### src/rtl/nco_corr_pkg.sv
// Shared types and defaults for the NCO phase-increment corrector.
package nco_corr_pkg;

    typedef enum logic [1:0] {IDLE, MULT, ADD, DONE} state_e;

    localparam int PHASE_W_DEF    = 32;
    localparam int CORR_W_DEF     = 24;
    localparam int CORR_SHIFT_DEF = 36;
    localparam int NCH_DEF        = 2;

    function automatic int ch_w(input int n);
        return (n <= 1) ? 1 : $clog2(n);
    endfunction

endpackage

### src/rtl/serial_shift_add_mult.sv
// Serial signed-by-unsigned multiplier: one multiplier bit per cycle, LSB first,
// with the top bit carrying negative weight (two's complement).
module serial_shift_add_mult #(
    parameter  int PHASE_W = 32,
    parameter  int CORR_W  = 24,
    localparam int ACC_W   = PHASE_W + CORR_W
) (
    input  logic                     clk_i,
    input  logic                     rst_ni,
    input  logic                     start_i,
    input  logic [PHASE_W-1:0]       mcand_i,
    input  logic signed [CORR_W-1:0] mplier_i,
    output logic                     done_o,
    output logic signed [ACC_W-1:0]  acc_o
);

    localparam int CNT_W = (CORR_W <= 1) ? 1 : $clog2(CORR_W);

    logic [ACC_W-1:0]        mcand_q;
    logic [CORR_W-1:0]       mplier_q;
    logic signed [ACC_W-1:0] acc_q;
    logic [CNT_W-1:0]        cnt_q;
    logic                    busy_q;
    logic                    last;

    assign last   = busy_q && (cnt_q == CNT_W'(CORR_W - 1));
    assign done_o = last;
    assign acc_o  = acc_q;

    // mcand is pre-shifted each cycle so bit k adds (mcand << k) without a barrel shifter
    always_ff @(posedge clk_i or negedge rst_ni) begin
        if (!rst_ni) begin
            mcand_q  <= '0;
            mplier_q <= '0;
            acc_q    <= '0;
            cnt_q    <= '0;
            busy_q   <= 1'b0;
        end else if (start_i) begin
            mcand_q  <= ACC_W'(mcand_i);
            mplier_q <= mplier_i;
            acc_q    <= '0;
            cnt_q    <= '0;
            busy_q   <= 1'b1;
        end else if (busy_q) begin
            if (mplier_q[0])
                acc_q <= last ? acc_q - $signed(mcand_q) : acc_q + $signed(mcand_q);
            mcand_q  <= mcand_q << 1;
            mplier_q <= mplier_q >> 1;
            cnt_q    <= cnt_q + 1'b1;
            if (last)
                busy_q <= 1'b0;
        end
    end

endmodule

### src/rtl/nco_phase_corrector.sv
// Per-channel NCO phase-increment trim: out = in + floor(in * coef / 2^CORR_SHIFT) mod 2^PHASE_W.
module nco_phase_corrector
    import nco_corr_pkg::*;
#(
    parameter int PHASE_W    = PHASE_W_DEF,
    parameter int CORR_W     = CORR_W_DEF,
    parameter int CORR_SHIFT = CORR_SHIFT_DEF,
    parameter int NCH        = NCH_DEF,
    parameter int CH_W       = ch_w(NCH)
) (
    input  logic                     CLK,
    input  logic                     RST_N,
    input  logic                     coef_we,
    input  logic [CH_W-1:0]          coef_ch,
    input  logic signed [CORR_W-1:0] coef_data,
    input  logic                     in_valid,
    output logic                     in_ready,
    input  logic [CH_W-1:0]          in_ch,
    input  logic [PHASE_W-1:0]       phase_inc,
    output logic                     out_valid,
    input  logic                     out_ready,
    output logic [CH_W-1:0]          out_ch,
    output logic [PHASE_W-1:0]       phase_inc_corr
);

    localparam int ACC_W = PHASE_W + CORR_W;

    state_e                  state_q, state_d;
    logic                    live_q;
    logic signed [CORR_W-1:0] coef_q [NCH];
    logic signed [CORR_W-1:0] coef_sel;
    logic [PHASE_W-1:0]      phase_q, res_q, res_d;
    logic [CH_W-1:0]         ch_q, out_ch_q;
    logic                    accept, mult_done;
    logic signed [ACC_W-1:0] acc, corr_full;

    // live_q keeps in_ready low until the first edge after reset release
    assign in_ready       = live_q && (state_q == IDLE);
    assign accept         = in_valid && in_ready;
    assign out_valid      = (state_q == DONE);
    assign out_ch         = out_ch_q;
    assign phase_inc_corr = res_q;

    always_comb begin
        coef_sel = '0;
        if (32'(in_ch) < NCH)
            coef_sel = coef_q[in_ch];
    end

    always_ff @(posedge CLK or negedge RST_N) begin
        if (!RST_N) begin
            for (int i = 0; i < NCH; i++)
                coef_q[i] <= '0;
        end else if (coef_we && (32'(coef_ch) < NCH)) begin
            coef_q[coef_ch] <= coef_data;
        end
    end

    serial_shift_add_mult #(
        .PHASE_W (PHASE_W),
        .CORR_W  (CORR_W)
    ) u_mult (
        .clk_i    (CLK),
        .rst_ni   (RST_N),
        .start_i  (accept),
        .mcand_i  (phase_inc),
        .mplier_i (coef_sel),
        .done_o   (mult_done),
        .acc_o    (acc)
    );

    // arithmetic shift floors toward -inf; only the low PHASE_W bits matter after wrap
    assign corr_full = acc >>> CORR_SHIFT;

    always_comb begin
        state_d = state_q;
        res_d   = res_q;
        case (state_q)
            IDLE: if (accept)    state_d = MULT;
            MULT: if (mult_done) state_d = ADD;
            ADD: begin
                res_d   = phase_q + corr_full[PHASE_W-1:0];
                state_d = DONE;
            end
            DONE: if (out_ready) state_d = IDLE;
            default: state_d = IDLE;
        endcase
    end

    always_ff @(posedge CLK or negedge RST_N) begin
        if (!RST_N) begin
            state_q  <= IDLE;
            live_q   <= 1'b0;
            phase_q  <= '0;
            ch_q     <= '0;
            res_q    <= '0;
            out_ch_q <= '0;
        end else begin
            state_q <= state_d;
            live_q  <= 1'b1;
            res_q   <= res_d;
            if (accept) begin
                phase_q <= phase_inc;
                ch_q    <= in_ch;
            end
            if (state_q == ADD)
                out_ch_q <= ch_q;
        end
    end

endmodule

### config.mk
export PLATFORM = sky130hd
export DESIGN_NAME = nco_phase_corrector
export DESIGN_NICKNAME = d
export VERILOG_FILES = /design/src/rtl/nco_corr_pkg.sv /design/src/rtl/serial_shift_add_mult.sv /design/src/rtl/nco_phase_corrector.sv
export SDC_FILE = /design/constraint.sdc
export NUM_CORES = 1
export LEC_CHECK = 0
export BUFFER_PORTS_ARGS = -buffer_cell sky130_fd_sc_hd__clkbuf_2
export CAP_MARGIN = 0
export CORE_MARGIN = 2
export CORE_UTILIZATION = 25
export DETAILED_ROUTE_END_ITERATION = 7
export MAX_ROUTING_LAYER = met4
export PLACE_DENSITY_LB_ADDON = 0.3
export SLEW_MARGIN = 20
export SYNTH_ARGS = -nofsm -noshare
export SYNTH_HDL_FRONTEND = slang
export SYNTH_HIERARCHICAL = 1
export SYNTH_SLANG_ARGS = --single-unit
### constraint.sdc
create_clock -name CLK -period 4.96 [get_ports CLK]
set_input_delay 0.248 -clock CLK [delete_from_list [all_inputs] [get_ports CLK]]
set_output_delay 0.248 -clock CLK [all_outputs]
set_load 0.01 [all_outputs]
* Word-level counts from Yosys, hierarchy flattened
Index checks and enable logic that the tools add are counted.
W data, S select, Z words.
** Cells by class
- $add $sub $neg :: 4
- $mul :: 0
- Div/mod/pow operators :: 0
- Magnitude comparators :: 3
- Equality and inequality tests :: 7
- Shifts and indexed selects :: 0
- Mux-type cells :: 23
- Bitwise gates (word level) :: 2
- Reductions and logical operators :: 9
** Operators with widths (number)
- $mux W56 :: 6
- $mux W24 :: 6
- $add A56 B56 Y56 :: 1
- $sub A56 B56 Y56 :: 1
- $bwmux W48 :: 1
- $add A32 B32 Y32 :: 1
- $demux W24 S1 :: 1
- $mux W5 :: 2
- $pmux W2 S4 :: 1
- $mux W2 :: 3
- $add A5 B1 Y5 const B :: 1
- $eq A5 B5 Y1 const B :: 1
- $eq A2 B2 Y1 const B :: 2
- $ge A2 B2 Y1 const B :: 2
- $logic_and A1 B1 Y1 :: 4
- $ne A2 B1 Y1 const B :: 2
- $not A1 Y2 :: 2
- $reduce_bool A2 Y1 :: 2
- $mux W1 :: 3
- $reduce_and A3 Y1 :: 1
- $eq A2 B1 Y1 const B :: 1
- $logic_not A2 Y1 :: 1
- $lt A2 B1 Y1 const B :: 1
- $ne A2 B2 Y1 const B :: 1
- $reduce_and A2 Y1 :: 1
** Word-level totals
- Register bits after elaboration :: 259
- Latch bits :: 0
- Bits in writable memories :: 0
- Memory bits (read-only) :: 0
- Input port bits :: 63
- Output and inout port bits :: 35
- Word-level logic and storage cells :: 61
- Memories :: 0

* Longest topological paths before layout
Gate-level depths: netlist of run 1.
- Word-level depth :: 6
- Depth in mapped cells :: 19
- Gate-level depth less buffers :: 18

* Hierarchy
Netlist of run 1, hierarchy kept.
** By module, submodules not included
- serial_shift_add_mult :: times used 1, cells an instance 1170, area each 10128.5 µm², seq. area each 3553.4 µm²
- nco_phase_corrector :: times used 1, cells an instance 561, area each 6538.8 µm², seq. area each 2927.8 µm²

* Least setup slack after synthesis of run 1
No wires, ideal clock.
- Kind :: register to register
- From :: reg u_mult.mcand_q[2]
- To :: reg u_mult.acc_q[55], in the netlist u_mult/acc_o[55]
- Library setup time :: 0.082 ns
- Arrival time :: 4.323 ns
- Data required time :: 4.878 ns
- Path slack :: 0.555 ns
- Cell stages (with the launch flop) :: 16
- Path buffers :: 2
- Clock period less this slack :: 4.405 ns
- Cell sequence :: dfrtp_1 buf_2 nor4_1 nand2_1 or4_1 o41ai_1 xor2_1 ha_1 clkbuf_1 nand4_1 or4_1 o21bai_1 a21oi_1 a21o_1 or4_1 a31oi_1
** On the way
- Cells in the longest elaborated chain, start to end :: 5
- Elaborated cells between the ends (all ways) :: 6
- Classes of those cells :: add/sub (2); mux (4)
** Ends and longest elaborated chain
- from (decl) :: RTL line serial_shift_add_mult.sv:19 : logic [ACC_W-1:0] mcand_q;
- from (signal assigned) :: RTL line serial_shift_add_mult.sv:39 : mcand_q <= ACC_W'(mcand_i);
- from (signal assigned) :: RTL line serial_shift_add_mult.sv:47 : mcand_q <= mcand_q << 1;
- $add A56 B56 Y56 / $sub A56 B56 Y56 (equally long branches) :: RTL line serial_shift_add_mult.sv:46 : acc_q <= last ? acc_q - $signed(mcand_q) : acc_q + $signed(mcand_q);
- $mux W56 * :: RTL line serial_shift_add_mult.sv:46
- $mux W56 * :: RTL line serial_shift_add_mult.sv:45 : if (mplier_q[0])
- $mux W56 * :: RTL line serial_shift_add_mult.sv:44 : end else if (busy_q) begin
- $mux W56 * :: RTL line serial_shift_add_mult.sv:38 : end else if (start_i) begin
- to (signal assigned) :: RTL line serial_shift_add_mult.sv:46
- to (decl) :: RTL line serial_shift_add_mult.sv:21 : logic signed [ACC_W-1:0] acc_q;
Mark *: on every way between the ends. The rest lies on a longest branch, timed or not. The select of a mux whose other input is x is not followed.
A chain may end at the register's enable or synchronous reset.

* Worst setup path after layout of run 1
- From :: reg u_mult.mcand_q[8]
- To :: reg u_mult.acc_q[55], in the netlist u_mult/acc_o[55]
The elaborated chain is that of the path after synthesis.

==> results of run 1 <==
==> sequential cells by signal, indices dropped and copies added (netlist names) <==
| signal | flops |
|---|---|
| ch_q | 1 |
| u_mult/mplier_q | 24 |
| coef_q | 48 |
| phase_q | 32 |
| u_mult/acc_o | 56 |
| live_q | 1 |
| u_mult/mcand_q | 56 |
| phase_inc_corr | 32 |
| u_mult/busy_q | 1 |
| u_mult/cnt_q | 5 |
| state_q | 2 |
| out_ch | 1 |
==> report_power, final <==
group	switching (mW)	internal, mW	total [mW]
sequential	0.754	2.97	3.73
combinational	4.36	3.18	7.53
clock	0.956	1.71	2.66
==> stage by stage <==
stage / area (µm²) / worst slack (ns) / hold WS (ns) / std cells / utilization (%)
6_report: 20100 / 0.259 / 0.102 / 2764 / 30.6
5_1_grt: 20100 / 0.00572 / 0.121 / 2763 / 30.6
4_1_cts: 20100 / 0.0447 / 0.0696 / 2757 / 30.4
3_5_place_dp: 18300 / 0.113 / 0.341 / 2644 / 27.7
3_3_place_gp: 18300 / 0.0726 / 0.333 / 2644 / 27.7
2_1_floorplan: 16700 / 0.555 / -0.0476 / 1731 / -
==> per-layer routing <==
metal  up-vias  track usage (%)  wire (µm)
met2       302             21.4      21000
met3        55             2.53       2520
met1      6524             19.2      23200
met4         0             2.27        760
met5         -                -          0
li1       6586                -          -
==> logic make-up after synthesis <==
family,count (synthesis)
fa+ha+maj,95
xor+xnor,132
simple gates,439
buf+inv,129
flops,259
compound gates,470
other cells,1
mux,206
==> cells in the mapped netlist, drive strengths merged (24+ instances only) <==
library cell / number / area, µm²
ha: 93 / 1160
a21oi: 112 / 568
inv: 34 / 128
o21ai: 164 / 832
nand3: 24 / 120
nand2: 182 / 683
nor2: 86 / 323
mux2i: 80 / 801
mux2: 126 / 1420
dfrtp: 259 / 6480
xnor2: 56 / 490
nand4: 32 / 215
xor2: 76 / 666
a21o: 43 / 323
clkbuf: 87 / 327
==> worst max-delay path: cells and delay by family, from the launching register on <==
kind | cells | cell delay [ns]
adders and majority gates | 1 | 0.40
buffers and inverters | 1 | 0.17
xor gates and xnor gates | 1 | 0.13
DFF | 1 | 0.43
and+or+nand+nor | 5 | 2.33
AOI/OAI and AO/OA | 5 | 1.13
==> how the worst max path moves through the flow <==
stage                                    from                      endpoint  depth (start not counted)
2_1_floorplan   u_mult/mcand_q[2]$_DFFE_PN0P_  u_mult/acc_o[55]$_DFFE_PN0P_                         15
3_3_place_gp    u_mult/mcand_q[5]$_DFFE_PN0P_  u_mult/acc_o[53]$_DFFE_PN0P_                         17
3_5_place_dp    u_mult/mcand_q[5]$_DFFE_PN0P_  u_mult/acc_o[51]$_DFFE_PN0P_                         14
4_1_cts         u_mult/mcand_q[5]$_DFFE_PN0P_  u_mult/acc_o[51]$_DFFE_PN0P_                         14
5_1_grt        u_mult/mcand_q[22]$_DFFE_PN0P_  u_mult/acc_o[53]$_DFFE_PN0P_                         17
6_report        u_mult/mcand_q[8]$_DFFE_PN0P_  u_mult/acc_o[55]$_DFFE_PN0P_                         13
==> repair_timing <==
action,CTS,global route
setup endpoints to repair,0,16
endpoints found under the hold margin,202,0
resized for setup,0,11
buffers inserted,0,0
hold buffers,57,0
==> final cells by class <==
type,instances,area [µm²]
Clock inverter,18,374
Tap cell,864,1080
Multi-Input combinational cell,1343,9780
Fill cell,6874,45700
Antenna cell,7,17.5
Sequential cell,259,6480
Inverter,34,130
Timing Repair Buffer,201,1430
Clock buffer,38,831
==> results.md, run 1 <==
* Pwr Total at 13.9 mW
* Register-to-register path setup slack at ~0.26 ns
* Synth warnings at 6
* Final ANT Viol Nets at 0
* Maximum clock insertion buffer count at 3
* Post-synth EDFFs at 0
* Hold_sp: out_ready
* Hold EP: state_q[0]$_DFFE_PN0P_
* VDD IR max at roughly 300 µV
* Worst Skew at 0.0294 ns
* Max_cap viols at 0
* Synthesized area at 0.0167 mm²
* FFs w/ async S/R, synth at 100%
* WL/cell at 17.2 µm
* CP Cell Sequence: or4_4, or4_4, o31ai_1, xor2_1, buf_4, ha_1, nand2_1, or4_1, o21bai_1, a21oi_1, a21o_1, or4_1, a31oi_1
* Final period util at 94.8%
* Mux contribution to synthesized area at 13.3%
* Slew @ Worst Pin at a little under 1 ns
* Slew HR at a little over a third
* Initial antenna violation count at 6
* Worst path max stage delay at slightly below 0.6 ns
* Crit Path Class: reg -> reg
* Sequential element share of the synthesized area at between 30% and 40%
* RSZ-0062 raised after global routing: no
* Pin count of the biggest net entering global routing at approximately 120
* Remaining DRCs at 0
* Post-Synth XOR/XNOR Area at 6.94%
* Vias per cell at 4.87
* Synth cell types at 81
* Drt pass-1 iters at 5
* Hold WC Path Type: in -> reg
* Worst reg2reg path depth at 13
* CTS clk-pin slew, worst paths at 0.06 ns
* CP arrival at 5.19 ns
* Post-synthesis simple-gate area fraction at 12.8%
* Core area at 0.0659 mm²
* Status: completed
* Syn nets at roughly 1900
* CTS Root Cell: clkbuf_16
* Crit Path Max Fanout at 7
* Final WL at 47.5 mm
* Final Hold Violating Endpoints at 0
* Min cycle time layout at 4.70 ns
* # setup viols final at 0
* Total global routing overflow at 0
* Post-synthesis instance total at between 1500 and 2000
* Post-DP HPWL at 34.8 mm
* Commonest non-fill, non-tap cell in the layout: dfrtp_1
* FMAX at 213 MHz
* Syn avg cell area at 9.63 µm²
* Port bufs at 97
* Final setup TNS at 0 ns
* Layout area overhead at 20.7%
* Most frequent cells in the layout: dfrtp_1, nand2_1, o21ai_0, mux2_2, a21oi_1
* Die X at between 200 and 300 µm
* Clock sinks at 259
* Synth Flop Type: dfrtp_1
* Fin nets at 2027
* Hold path depth at 4
* Gr usage total at 13.9%
* Die Y at 262 µm
* Synth Area in Adders at approximately 7.2%
* H-tree depth at 1
* Clock Latency Late Sink at ~0.6 ns
* Starting Density at about a quarter
* Leakage at 9.47 nW
* Post-synthesis register bit count at ~260
* Worst EP required at 5.45 ns
* # rows at between 90 and 100
* Main combinational cell family by area after synthesis: compound AO/OA/AOI/OAI gates
* CTS tree: yes
* Slowest-stage cell, CP: or4_4
* First-pass GRT wire length at 76.2 mm
* Layout cell share with drive strength beyond 1 at 19.7%
* Vias in the first global route at 13600
* Num ports at 98
* Reg2reg start: u_mult/mcand_q[8]$_DFFE_PN0P_
* RD Place Congestion at approximately 0.87
* Final-report max-slew violation count at 0
* CP Capture Type: register
* Initial drt markers at about 850
* Die area at 0.0688 mm²
* Startpoint types: register
* Compound-Gate Fraction of Synth Area at 17.9%
* Vias at roughly 13000
* Pwr dens at approximately 690 mW/mm²
* TritonCTS buffer count at 30
* R2R Path End: u_mult/acc_o[55]$_DFFE_PN0P_
No activity file was read; power rests on OpenSTA's default activity.
==> run 2, diff against run 1 <==
--- a/config.mk
+++ b/config.mk
@@ -5,6 +5,7 @@
 export SDC_FILE = /design/constraint.sdc
 export NUM_CORES = 1
 export LEC_CHECK = 0
+export ABC_AREA = 1
 export BUFFER_PORTS_ARGS = -buffer_cell sky130_fd_sc_hd__clkbuf_2
 export CAP_MARGIN = 0
 export CORE_MARGIN = 2
==> run 2 against run 1 <==
  * First-iteration DRC count rose by 73%
  * Fmax up 7.8%
  * Synthesized cell count rose by 73%
  * Critical path depth is 6 higher
  * Die area rose by 16%
  * Sequential share of layout area down 3.8 points
  * Design area grew 13%
  * Power increased by 6.1%
  * Utilization fell by 0.64 points
  * Area after synthesis grew 16%
  * Clock power is 2% lower
==> results.md, run 2 <==
* Post-CTS Setup Repair Bufs at 0
* CP Launch Point: u_mult/mcand_q[0]$_DFFE_PN0P_
* Final period util at around 90%
* Cell with the most instances after synthesis: nand2_1
* Hold WC Path Type: in -> reg
* Worst path max stage delay at 0.42 ns
* Synthesized area at between 0.015 and 0.02 mm²
* Layout area overhead at 17.9%
* Drt pass-1 iters at 7
* Commonest non-fill, non-tap cell in the layout: nand2_1
* Fill cells at 8506
* H-tree depth at 2
* Starting Density at 25.4%
* Clock Latency Late Sink at between 0.5 and 0.6 ns
* WHS at 0.187 ns
* FMAX at 229 MHz
* # rows at about 100
* CTS Hold Bufs at 57
* Final Cell Area at 0.0228 mm²
* Fin nets at 3299
* Synth warnings at 6
* Final core utilization at 29.9%
* Pwr Total at 14.8 mW
* Syn nets at 3151
* Diode count at 0
* Sequential element share of the synthesized area at 33.5%
* Initial antenna violation count at 0
* Slowest-stage cell, CP: dfrtp_1
* RD Place Congestion at 0.996
* Remaining DRCs at 0
* First-pass GRT wire length at 112 mm
* Pwr dens at 648 mW/mm²
* CTS Root Cell: clkbuf_16
* Maximum clock insertion buffer count at 3
* CP arrival at approximately 4.8 ns
* Cells after DPL at 4077
* CTS tree: yes
* VDD IR max at 262 µV
* Slew @ Worst Pin at 0.967 ns
* Most frequent cells in the layout: nand2_1, inv_1, dfrtp_1, nor2_1, nand3_1
* Crit Path Class: reg -> reg
* CTS clk-pin slew, worst paths at 0.06 ns
* WL/cell at 17.2 µm
* Largest delay contributor family on the critical path: simple AND/OR/NAND/NOR gates
* TritonCTS buffer count at 35
* Num ports at 98
* Min cycle time layout at 4.36 ns
* CP most frequent cell: nand2_1
* Synth cell types at 51
* Top cells by count, synth: nand2_1, inv_1, dfrtp_1
* Final Hold Violating Endpoints at 0
* CP Cell Sequence: inv_1, nand3_1, nor2_2, nand2_1, o31ai_1, xor2_1, inv_1, ha_1, nand2_1, nor2_1, inv_1, nor2_1, nand4_1, nand3_1, nand2_1, nand2_1, nand2_1, nand2_1, o21ai_1
* Area share of the largest cell type after synthesis at 33.5%
* Post-synthesis register bit count at 259
* Startpoint types: register
* Final-report max-slew violation count at 0
* Status: completed
* Die X at 282 µm
* Syn avg cell area at 6.46 µm²
* Post-synth EDFFs at 0
* RSZ-0062 raised after global routing: no
* Layout cell share with drive strength beyond 1 at 7.83%
* Final WL at between 70 and 80 mm
* Post_cts resized at 0
* Max_cap viols at 0
* Core area at 0.0762 mm²
* Gr usage total at approximately a fifth
* Worst EP required at 5.40 ns
* Initial drt markers at 1480
* Buf/Inv on CP at 3
* Final ANT Viol Nets at 0
* Total global routing overflow at 0
* Hold_sp: out_ready
* Final std cells w/o fill at 4197
* Worst Skew at 0.0291 ns
* Pre-CTS worst setup slack at 0.705 ns
* Post-DP HPWL at ~58 mm
* Vias per cell at 4.56
* Vias in the first global route at 18800
* Vias at about 19000
* Slew HR at 35.5%
* Largest area contributor in the netlist: dfrtp_1
* Pin count of the biggest net entering global routing at 131
* Post-synthesis instance total at approximately 3000
* CP Capture Type: register
* Die area at 0.0796 mm²
* Reg2reg start: u_mult/mcand_q[0]$_DFFE_PN0P_
* Crit Path Max Fanout at 5
* Clock sinks at 259
* Top cells by area, synth: dfrtp_1, nand2_1, inv_1, ha_1, nor2_1
* Die Y at 282 µm
* Synth Flop Type: dfrtp_1
* Final setup margin at 0.601 ns
* Leakage at 12.5 nW
* Placed cell areas at ~0.021 mm²
* Port bufs at 97
* # setup viols final at 0
* Final setup TNS at 0 ns
* FFs w/ async S/R, synth at 100%
run 2: changes by cell type in the layout (fill, tap and decap cells not counted), sizes merged, moves of 80 or more:
cell / delta
nand2: +1018
nor2: +148
nand3: +136
mux2: -126
mux2i: -80
inv: +459
run 2: cell families (layout without fill, tap and decap cells):
logic type / count (synthesis) / count (layout) / synth area share, %
other cells: 1 / 1 / 0.0194
flops: 259 / 259 / 33.5
buf+inv: 562 / 736 / 11.1
compound gates: 339 / 339 / 10.5
fa+ha+maj: 95 / 95 / 6.23
simple gates: 1670 / 1670 / 35.7
xor+xnor: 67 / 67 / 3.04
run 2: metal layers:
metal | vias to the layer above | global-route usage (%) | part of all wire, %
li1 | 9659 | - | -
met1 | 8914 | 26.0 | 48
met2 | 481 | 29.2 | 44
met3 | 95 | 2.25 | 5.0
met4 | 0 | 5.40 | 2.8
met5 | - | - | 0
run 2: layout make-up:
type / count / area, µm² / share of cell area [%]
multi-input cells: 2172 / 10700 / 47.0
flip-flops and latches: 259 / 6480 / 28.4
inverters: 494 / 1860 / 8.14
well taps: 1030 / 1290 / 5.65
repair buffers: 179 / 1270 / 5.55
clock buffers: 52 / 1010 / 4.43
clock inverters: 11 / 173 / 0.757
run 2: path summary, 6_finish.rpt:
path,endpoint,slack (ns),cells after the start
max,u_mult/acc_o[35]$_DFFE_PN0P_,0.60,19
min,state_q[1]$_DFFE_PN0P_,0.19,4
max reg2reg,u_mult/acc_o[35]$_DFFE_PN0P_,0.60,19
min reg2reg,out_ch$_DFFE_PN0P_,0.48,2
max in group asynchronous,u_mult/acc_o[6]$_DFFE_PN0P_,3.48,3
min in group asynchronous,coef_q[4]$_DFFE_PN0P_,0.26,2
run 2: worst register-to-register path, cell delays in order, from the launching register on:
cell	delay [ns]
dfrtp_1	0.42
inv_1	0.14
nand3_1	0.25
nor2_2	0.41
nand2_1	0.24
o31ai_1	0.29
xor2_1	0.36
inv_1	0.11
ha_1	0.41
nand2_1	0.13
nor2_1	0.20
inv_1	0.06
nor2_1	0.24
nand4_1	0.13
nand3_1	0.35
nand2_1	0.09
nand2_1	0.21
nand2_1	0.08
nand2_1	0.07
o21ai_1	0.07
run 2: power breakdown:
part           switching, mW  internal, mW  leakage [nW]
registers              0.632          2.86          3.32
logic                   6.04          2.63          8.61
clock network           1.04          1.58         0.574
